**config.mk**
```make
export PLATFORM = sky130hd
export DESIGN_NAME = adc_avg_bcd
export DESIGN_NICKNAME = d
export VERILOG_FILES = /design/src/rtl/adc_avg_bcd.sv
export SDC_FILE = /design/constraint.sdc
export NUM_CORES = 1
export LEC_CHECK = 0
export ABC_AREA = 1
export ABC_CLOCK_PERIOD_IN_PS = 1800
export BUFFER_PORTS_ARGS = -buffer_cell sky130_fd_sc_hd__buf_2
export CAP_MARGIN = 30
export CORE_MARGIN = 4
export CORE_UTILIZATION = 45
export DETAILED_ROUTE_END_ITERATION = 12
export PLACE_DENSITY = 0.63
export SYNTH_ARGS = -nofsm -noshare
export SYNTH_HDL_FRONTEND = slang
export SYNTH_SLANG_ARGS = --single-unit
```
**constraint.sdc**
```tcl
create_clock -name clk -period 1.8 [get_ports clk]
set_clock_uncertainty 0.2 [all_clocks]
set_input_delay 0 -clock clk [delete_from_list [all_inputs] [get_ports clk]]
set_output_delay 0 -clock clk [all_outputs]
set_load 0.005 [all_outputs]
```
**src/rtl/adc_avg_bcd.sv**
```systemverilog
// Averages a window of 2^AVG_LOG2 ADC samples and converts the average to
// four BCD digits with a sequential shift-add-3 engine for the 7-seg driver.
module adc_avg_bcd #(
    parameter int DATA_W   = 12,
    parameter int AVG_LOG2 = 3
) (
    input  logic              clk,
    input  logic              reset,
    input  logic [DATA_W-1:0] i_data,
    input  logic              i_data_valid,
    output logic [3:0]        o_ones,
    output logic [3:0]        o_tens,
    output logic [3:0]        o_hundreds,
    output logic [3:0]        o_thousands,
    output logic              o_bcd_valid,
    output logic              o_busy,
    output logic              o_overrun
);

    localparam int ACC_W = DATA_W + AVG_LOG2;
    // A zero-width counter is illegal, so the no-averaging case keeps one bit.
    localparam int CNT_W = (AVG_LOG2 > 0) ? AVG_LOG2 : 1;
    localparam int IT_W  = $clog2(DATA_W + 1);
    localparam logic [CNT_W-1:0] CNT_LAST = CNT_W'((1 << AVG_LOG2) - 1);
    localparam logic [IT_W-1:0]  IT_LAST  = IT_W'(DATA_W - 1);

    typedef enum logic [1:0] {IDLE, SHIFT, DONE} state_t;

    logic              valid_q;
    logic [ACC_W-1:0]  acc_q, acc_d;
    logic [CNT_W-1:0]  cnt_q, cnt_d;
    logic [DATA_W-1:0] avg_q, avg_d;
    logic              avg_vld_q, avg_vld_d;
    state_t            state_q, state_d;
    logic [IT_W-1:0]   iter_q, iter_d;
    logic [DATA_W-1:0] bin_q, bin_d;
    logic [15:0]       bcd_q, bcd_d;
    logic [15:0]       digits_q, digits_d;
    logic              bcd_vld_q, bcd_vld_d;
    logic              busy_q, busy_d;
    logic              overrun_q, overrun_d;

    logic              capture;
    logic [ACC_W-1:0]  sum;
    logic [15:0]       bcd_adj;

    // Rising edge of the qualifier: a held-high valid counts once.
    assign capture = i_data_valid & ~valid_q;
    assign sum     = acc_q + ACC_W'(i_data);

    // Adds 3 to every BCD nibble that is 5 or more, ahead of the shift.
    function automatic logic [15:0] add3(input logic [15:0] b);
        logic [15:0] r;
        r = b;
        for (int i = 0; i < 4; i++) begin
            if (b[i*4 +: 4] >= 4'd5) r[i*4 +: 4] = b[i*4 +: 4] + 4'd3;
        end
        return r;
    endfunction

    // Accumulate captured samples; emit one registered average per window.
    always_comb begin
        // NOTE: every variable gets a default first so no path infers a latch.
        acc_d     = acc_q;
        cnt_d     = cnt_q;
        avg_d     = avg_q;
        avg_vld_d = 1'b0;
        if (capture) begin
            if (cnt_q == CNT_LAST) begin
                acc_d     = '0;
                cnt_d     = '0;
                avg_d     = DATA_W'(sum >> AVG_LOG2);
                avg_vld_d = 1'b1;
            end else begin
                acc_d = sum;
                cnt_d = cnt_q + CNT_W'(1);
            end
        end
    end

    // Converter FSM: load, DATA_W shift-add-3 iterations, then publish digits.
    always_comb begin
        state_d   = state_q;
        iter_d    = iter_q;
        bin_d     = bin_q;
        bcd_d     = bcd_q;
        digits_d  = digits_q;
        busy_d    = busy_q;
        bcd_vld_d = 1'b0;
        overrun_d = 1'b0;
        bcd_adj   = add3(bcd_q);
        case (state_q)
            IDLE: begin
                if (avg_vld_q) begin
                    bin_d   = avg_q;
                    bcd_d   = '0;
                    iter_d  = '0;
                    busy_d  = 1'b1;
                    state_d = SHIFT;
                end
            end
            SHIFT: begin
                bcd_d  = {bcd_adj[14:0], bin_q[DATA_W-1]};
                bin_d  = {bin_q[DATA_W-2:0], 1'b0};
                iter_d = iter_q + IT_W'(1);
                if (iter_q == IT_LAST) state_d = DONE;
            end
            DONE: begin
                digits_d  = bcd_q;
                bcd_vld_d = 1'b1;
                busy_d    = 1'b0;
                state_d   = IDLE;
            end
            default: state_d = IDLE;
        endcase
        // An average arriving while the engine is occupied is dropped, not queued.
        if (avg_vld_q && state_q != IDLE) overrun_d = 1'b1;
    end

    // State registers with synchronous active-high reset.
    always_ff @(posedge clk) begin
        // NOTE: sequential state uses non-blocking assignments only.
        if (reset) begin
            valid_q   <= 1'b0;
            acc_q     <= '0;
            cnt_q     <= '0;
            avg_q     <= '0;
            avg_vld_q <= 1'b0;
            state_q   <= IDLE;
            iter_q    <= '0;
            bin_q     <= '0;
            bcd_q     <= '0;
            digits_q  <= '0;
            bcd_vld_q <= 1'b0;
            busy_q    <= 1'b0;
            overrun_q <= 1'b0;
        end else begin
            valid_q   <= i_data_valid;
            acc_q     <= acc_d;
            cnt_q     <= cnt_d;
            avg_q     <= avg_d;
            avg_vld_q <= avg_vld_d;
            state_q   <= state_d;
            iter_q    <= iter_d;
            bin_q     <= bin_d;
            bcd_q     <= bcd_d;
            digits_q  <= digits_d;
            bcd_vld_q <= bcd_vld_d;
            busy_q    <= busy_d;
            overrun_q <= overrun_d;
        end
    end

    assign o_thousands = digits_q[15:12];
    assign o_hundreds  = digits_q[11:8];
    assign o_tens      = digits_q[7:4];
    assign o_ones      = digits_q[3:0];
    assign o_bcd_valid = bcd_vld_q;
    assign o_busy      = busy_q;
    assign o_overrun   = overrun_q;

endmodule
```
Yosys cells after proc, flatten, opt, wreduce, memory -nomap -nowiden. Cells that the tools add are included.

Input port bits: 15. Output and inout bits: 19. Bits in registers: 85. Word-level logic and storage cells: 63.

Equality and inequality tests: 6. $add $sub $neg: 7. Bitwise operators: 3. Mux-type cells: 20. Reductions and logical operators: 10. $lt $le $gt $ge: 4.

Operators with widths (count): case mux 16 bit (2 select lines) (1); case mux 12 bit (2 select lines) (1); greater-or-equal comparator 4 x 3 -> 1 bit (second input constant) (4); 2-to-1 mux 16 bit (1); 2-to-1 mux 4 bit (4); adder 15 x 12 -> 15 bit (1); 2-to-1 mux 15 bit (1); adder 4 x 2 -> 4 bit (second input constant) (3); 2-to-1 mux 12 bit (1); case mux 4 bit (2 select lines) (1); AND reduction 2 bit (4); 2-to-1 mux 3 bit (2); nonzero test 2 bit (3); adder 4 x 1 -> 4 bit (second input constant) (1); == test 4 bit (second input constant) (1); 2-to-1 mux 1 bit (4); 2-to-1 mux 2 bit (2); != test 2 bit (second input constant) (2); case mux 2 bit (2 select lines) (1); adder 3 x 1 -> 3 bit (second input constant) (1); adder 3 x 2 -> 3 bit (second input constant) (1); == test 3 bit (second input constant) (1); == test 2 x 1 -> 1 bit (second input constant) (1); == test 2 bit (second input constant) (1); other kinds (6) (7).

Depth between registers and ports, before layout.
Word-level depth: 4. Mapped depth: 13. Gate-level depth less buffers: 13.

Worst setup path after synthesis. No wires, ideal clock.

Path type: register to register. From: register acc_q[0]. To: register avg_q[11]. Arrival time: 1.491 ns. Cell stages (with the launch flop): 13. Required time: 1.491 ns. Setup time: 0.109 ns. Path buffers: 0. Path slack: 0.001 ns. Clock period less this slack: 1.799 ns. Cell sequence: dfxtp_1 > ha_1 > fa_1 > nand2_2 > nand2_1 > nand3_1 > nand2_1 > nand2_1 > nand3_1 > nand2_1 > nand2_1 > nand2_1 > inv_1.

Longest elaborated chain between the ends: 1.

RTL lines: start: declaration (line 30) `logic [ACC_W-1:0] acc_q, acc_d;`; start signal: assignment (line 125) `acc_q <= '0;`; start signal: assignment (line 139) `acc_q <= acc_d;`; adder 15 x 12 -> 15 bit (line 49) `assign sum = acc_q + ACC_W'(i_data);`; end signal: assignment (line 141) `avg_q <= avg_d;`; end: declaration (line 32) `logic [DATA_W-1:0] avg_q, avg_d;`.

Every way passes these cells. A chain may end at the register's enable or synchronous reset.

Worst setup path in the final report.
From: register acc_q[0]. To: register acc_q[14].

Longest elaborated chain between the ends: 2.

RTL lines: adder 15 x 12 -> 15 bit (line 49); 2-to-1 mux 15 bit (line 69) `if (cnt_q == CNT_LAST) begin`.

Every way passes these cells.

==> reports/qor.txt <==
Clk pwr share - 0.375
endpoints failing setup - 8
critical path type - reg2reg
ys async rst share - 0
failing checks - setup timing
CTS Buffer Depth - 2
I/O pin cnt - 34
Max Slew Vio Count - 0
DR iter-0 viols - 119
worst min path class - in2reg
Post-Syn Nets - 638
Net Switching - 1130 uW
root buffer cell - clkbuf_8
WL final - 9400 um
Post-Synth Simple-Gate Area - 0.249
final worst path period share - 1.04
synthesis-to-finish area growth - 25.2%
Die X - 105 um
Hold Fails Final Rpt - 0
CTS tree - done
max_cap viols - 0
mux cell area share after synthesis - 0
Die Ht - 105 um
Final ANT Viol Nets - 0
PnR worst setup slack - -0.0696 ns
GPL Wtd Cong - 0.882
status - finished, violations left
die area - 0.0111 mm^2
TNS Setup - -0.250 ns
Crit path buffers/inverters - 0
Most used DFF post-synth - dfxtp_1
DP HPWL - 6240 um
Total Power - 4120 uW
Placed Area - 0.00465 mm^2
Slew @ Worst Pin - 0.557 ns
R2R Setup Slk - -0.07 ns
TritonCTS Sinks - 85
sequential cell area - 0.00172 mm^2
maximum VDD drop - 0.000429 V
initial antenna violation count - 0
Achievable Freq - 535 MHz
Data arrival, critical path - 1.95 ns
CP Cell Sequence - ha_4 > fa_2 > nand2_4 > nand2_2 > nand3_2 > nand2_4 > nand2_2 > nand2_1 > nand2_2 > nand3_2 > a21oi_2
Setup WS pre-CTS - -0.143 ns
Fillers - 857
cell count after synthesis - 599
worst hold margin - 0.0346 ns
delay of the slowest critical-path stage - 0.36 ns
Synth Cell Area - 0.00426 mm^2
CP max stage cell - fa_2
vias in the first global route - 3,560
leakage power - 0.00230 uW
Synth Area per Inst - 7.11 um^2
P_int - 2990 uW
Adder-Cell Fraction of Synth Area - 0.0723
pwr dens - 772 mW/mm^2
CP required - 1.88 ns
DRC viols - 0
Yosys cell types - 32
average routed wire per standard cell - 11.9 um
H-tree depth - 3
largest net degree at the start of global routing - 38
critical path peak fanout - 3
clk_lat worst skew - 0.35 ns
Worst slew margin - 0.628
Critical Path Source Type - register
Post-synth EDFFs - 0
# diodes - 0
Crit path max-delay family - simple AND/OR/NAND/NOR gates
Syn. warnings - 0
clock-pin slew on the worst setup and hold paths - 0.09 ns
CTS buffer count - 9
Seq/Total Area, Yosys - 0.400
switch share - 0.273
layout net count - 692
detailed-route via count - 3,847
first-pass GRT wire length - 15,400 um
CP dominant cell by count - nand2_2
layout cell share with drive strength beyond 1 - 0.236
XOR/XNOR Fraction of Synth Area - 0.0203
multi-input logic area - 0.00245 mm^2
Seq pwr share - 0.475
RSZ-0062 raised after global routing - yes
combinational share of power - 0.150
main combinational cell family by area after synthesis - simple AND/OR/NAND/NOR gates
most common cell after layout, fill and taps aside - nand2_1
Placeable Area - 0.00924 mm^2
IO Port Bufs - 33
commonest cells after routing, fill and taps aside - nand2_1 (150), inv_1 (76), dfxtp_1 (73)
Vias per Instance - 4.89
Rows - 35
Final Cell Area - 0.00533 mm^2
first-pass detailed-route iteration total - 4
initial core utilization - 0.461
GRT Total Usage - 0.165
minimum clock period - 1.87 ns
gr ovfl total - 0
#FFs+latches synth - 85
post-synthesis compound-gate area fraction - 0.161
Worst setup EP type - register
[kinds of logic (layout without fill, tap and decap cells)]
logic type / count (synthesis) / count (layout)
xor+xnor: 9 / 9
fa+ha+maj: 24 / 24
compound gates: 122 / 122
flops: 85 / 85
simple gates: 253 / 253
buf+inv: 106 / 165
[state kept, by name (all words and copies together), names as in the netlist]
name / count
acc_q: 15
avg_q: 12
avg_vld_q: 1
bcd_q: 16
bin_q: 12
cnt_q: 3
digits_q: 16
iter_q: 4
o_bcd_valid: 1
o_busy: 1
o_overrun: 1
state_q: 2
valid_q: 1
[final timing paths]
kind | startpoint | endpoint | depth (start not counted)
hold / removal | i_data[8] | acc_q[8] | 6
setup / recovery | acc_q[0] | acc_q[14] | 11
setup reg to reg | acc_q[0] | acc_q[14] | 11
hold reg to reg | avg_vld_q | o_overrun | 2
[through the flow]
step	utilization	std cells
after global placement	0.502	757
after floorplan	-	599
after CTS	0.545	786
final	0.577	787
after detailed placement	0.503	758
after global routing	0.577	787
[cell usage after synthesis (3+ instances only)]
cell type  instances  area [um^2]
a21oi_2            5         43.8
o21a_1             5         37.5
o21ai_0           37          185
o21bai_1           6         45.0
inv_1             76          285
nor3_1             3         15.0
dfxtp_1           85         1700
a31oi_1           11         68.8
buf_1              3         11.3
xor2_1             8         70.1
buf_2              9         45.0
nand2_1          169          634
nand4_1            5         31.3
clkbuf_1           6         22.5
nor2_2             3         18.8
inv_2             10         37.5
nand3_1           31          155
nor2_4             4         45.0
ha_1              23          288
nor2_1            32          120
a21oi_1           54          270
[final cells by class]
class | count | share of cell area
Clock buffer | 9 | 0.0232
Clock inverter | 7 | 0.0197
Inverter | 86 | 0.0606
Multi-Input combinational cell | 408 | 0.459
Sequential cell | 85 | 0.322
Tap cell | 129 | 0.0303
Timing Repair Buffer | 63 | 0.0845
[worst register-to-register path, cell delays in order, from the launching register on]
cell and delay (ns):
dfxtp_2 0.35, ha_4 0.15, fa_2 0.36, nand2_4 0.10
nand2_2 0.07, nand3_2 0.09, nand2_4 0.07, nand2_2 0.08
nand2_1 0.07, nand2_2 0.09, nand3_2 0.07, a21oi_2 0.11
[layer usage]
layer / track usage / part of all wire
met4: 0.0384 / 0.011
met2: 0.305 / 0.52
met3: 0.0404 / 0.035
met5: 0 / 0
met1: 0.191 / 0.44
[power by group through the flow]
stage / clock (uW) / combinational, uW / sequential, uW
floorplan: 0 / 339 / 1980
global placement: 0 / 460 / 1980
detailed placement: 0 / 466 / 1980
CTS: 1600 / 498 / 1940
global route: 1670 / 688 / 1960
finish: 1540 / 618 / 1950
[repair_timing]
action                                 CTS  global route
pin swaps                                2            18
buffers inserted                         1             3
resized for setup                        9            60
endpoints found under the hold margin   28             0
hold buffers                            11             0
setup endpoints to repair               12            41
Power figures use the tool's default switching activity.
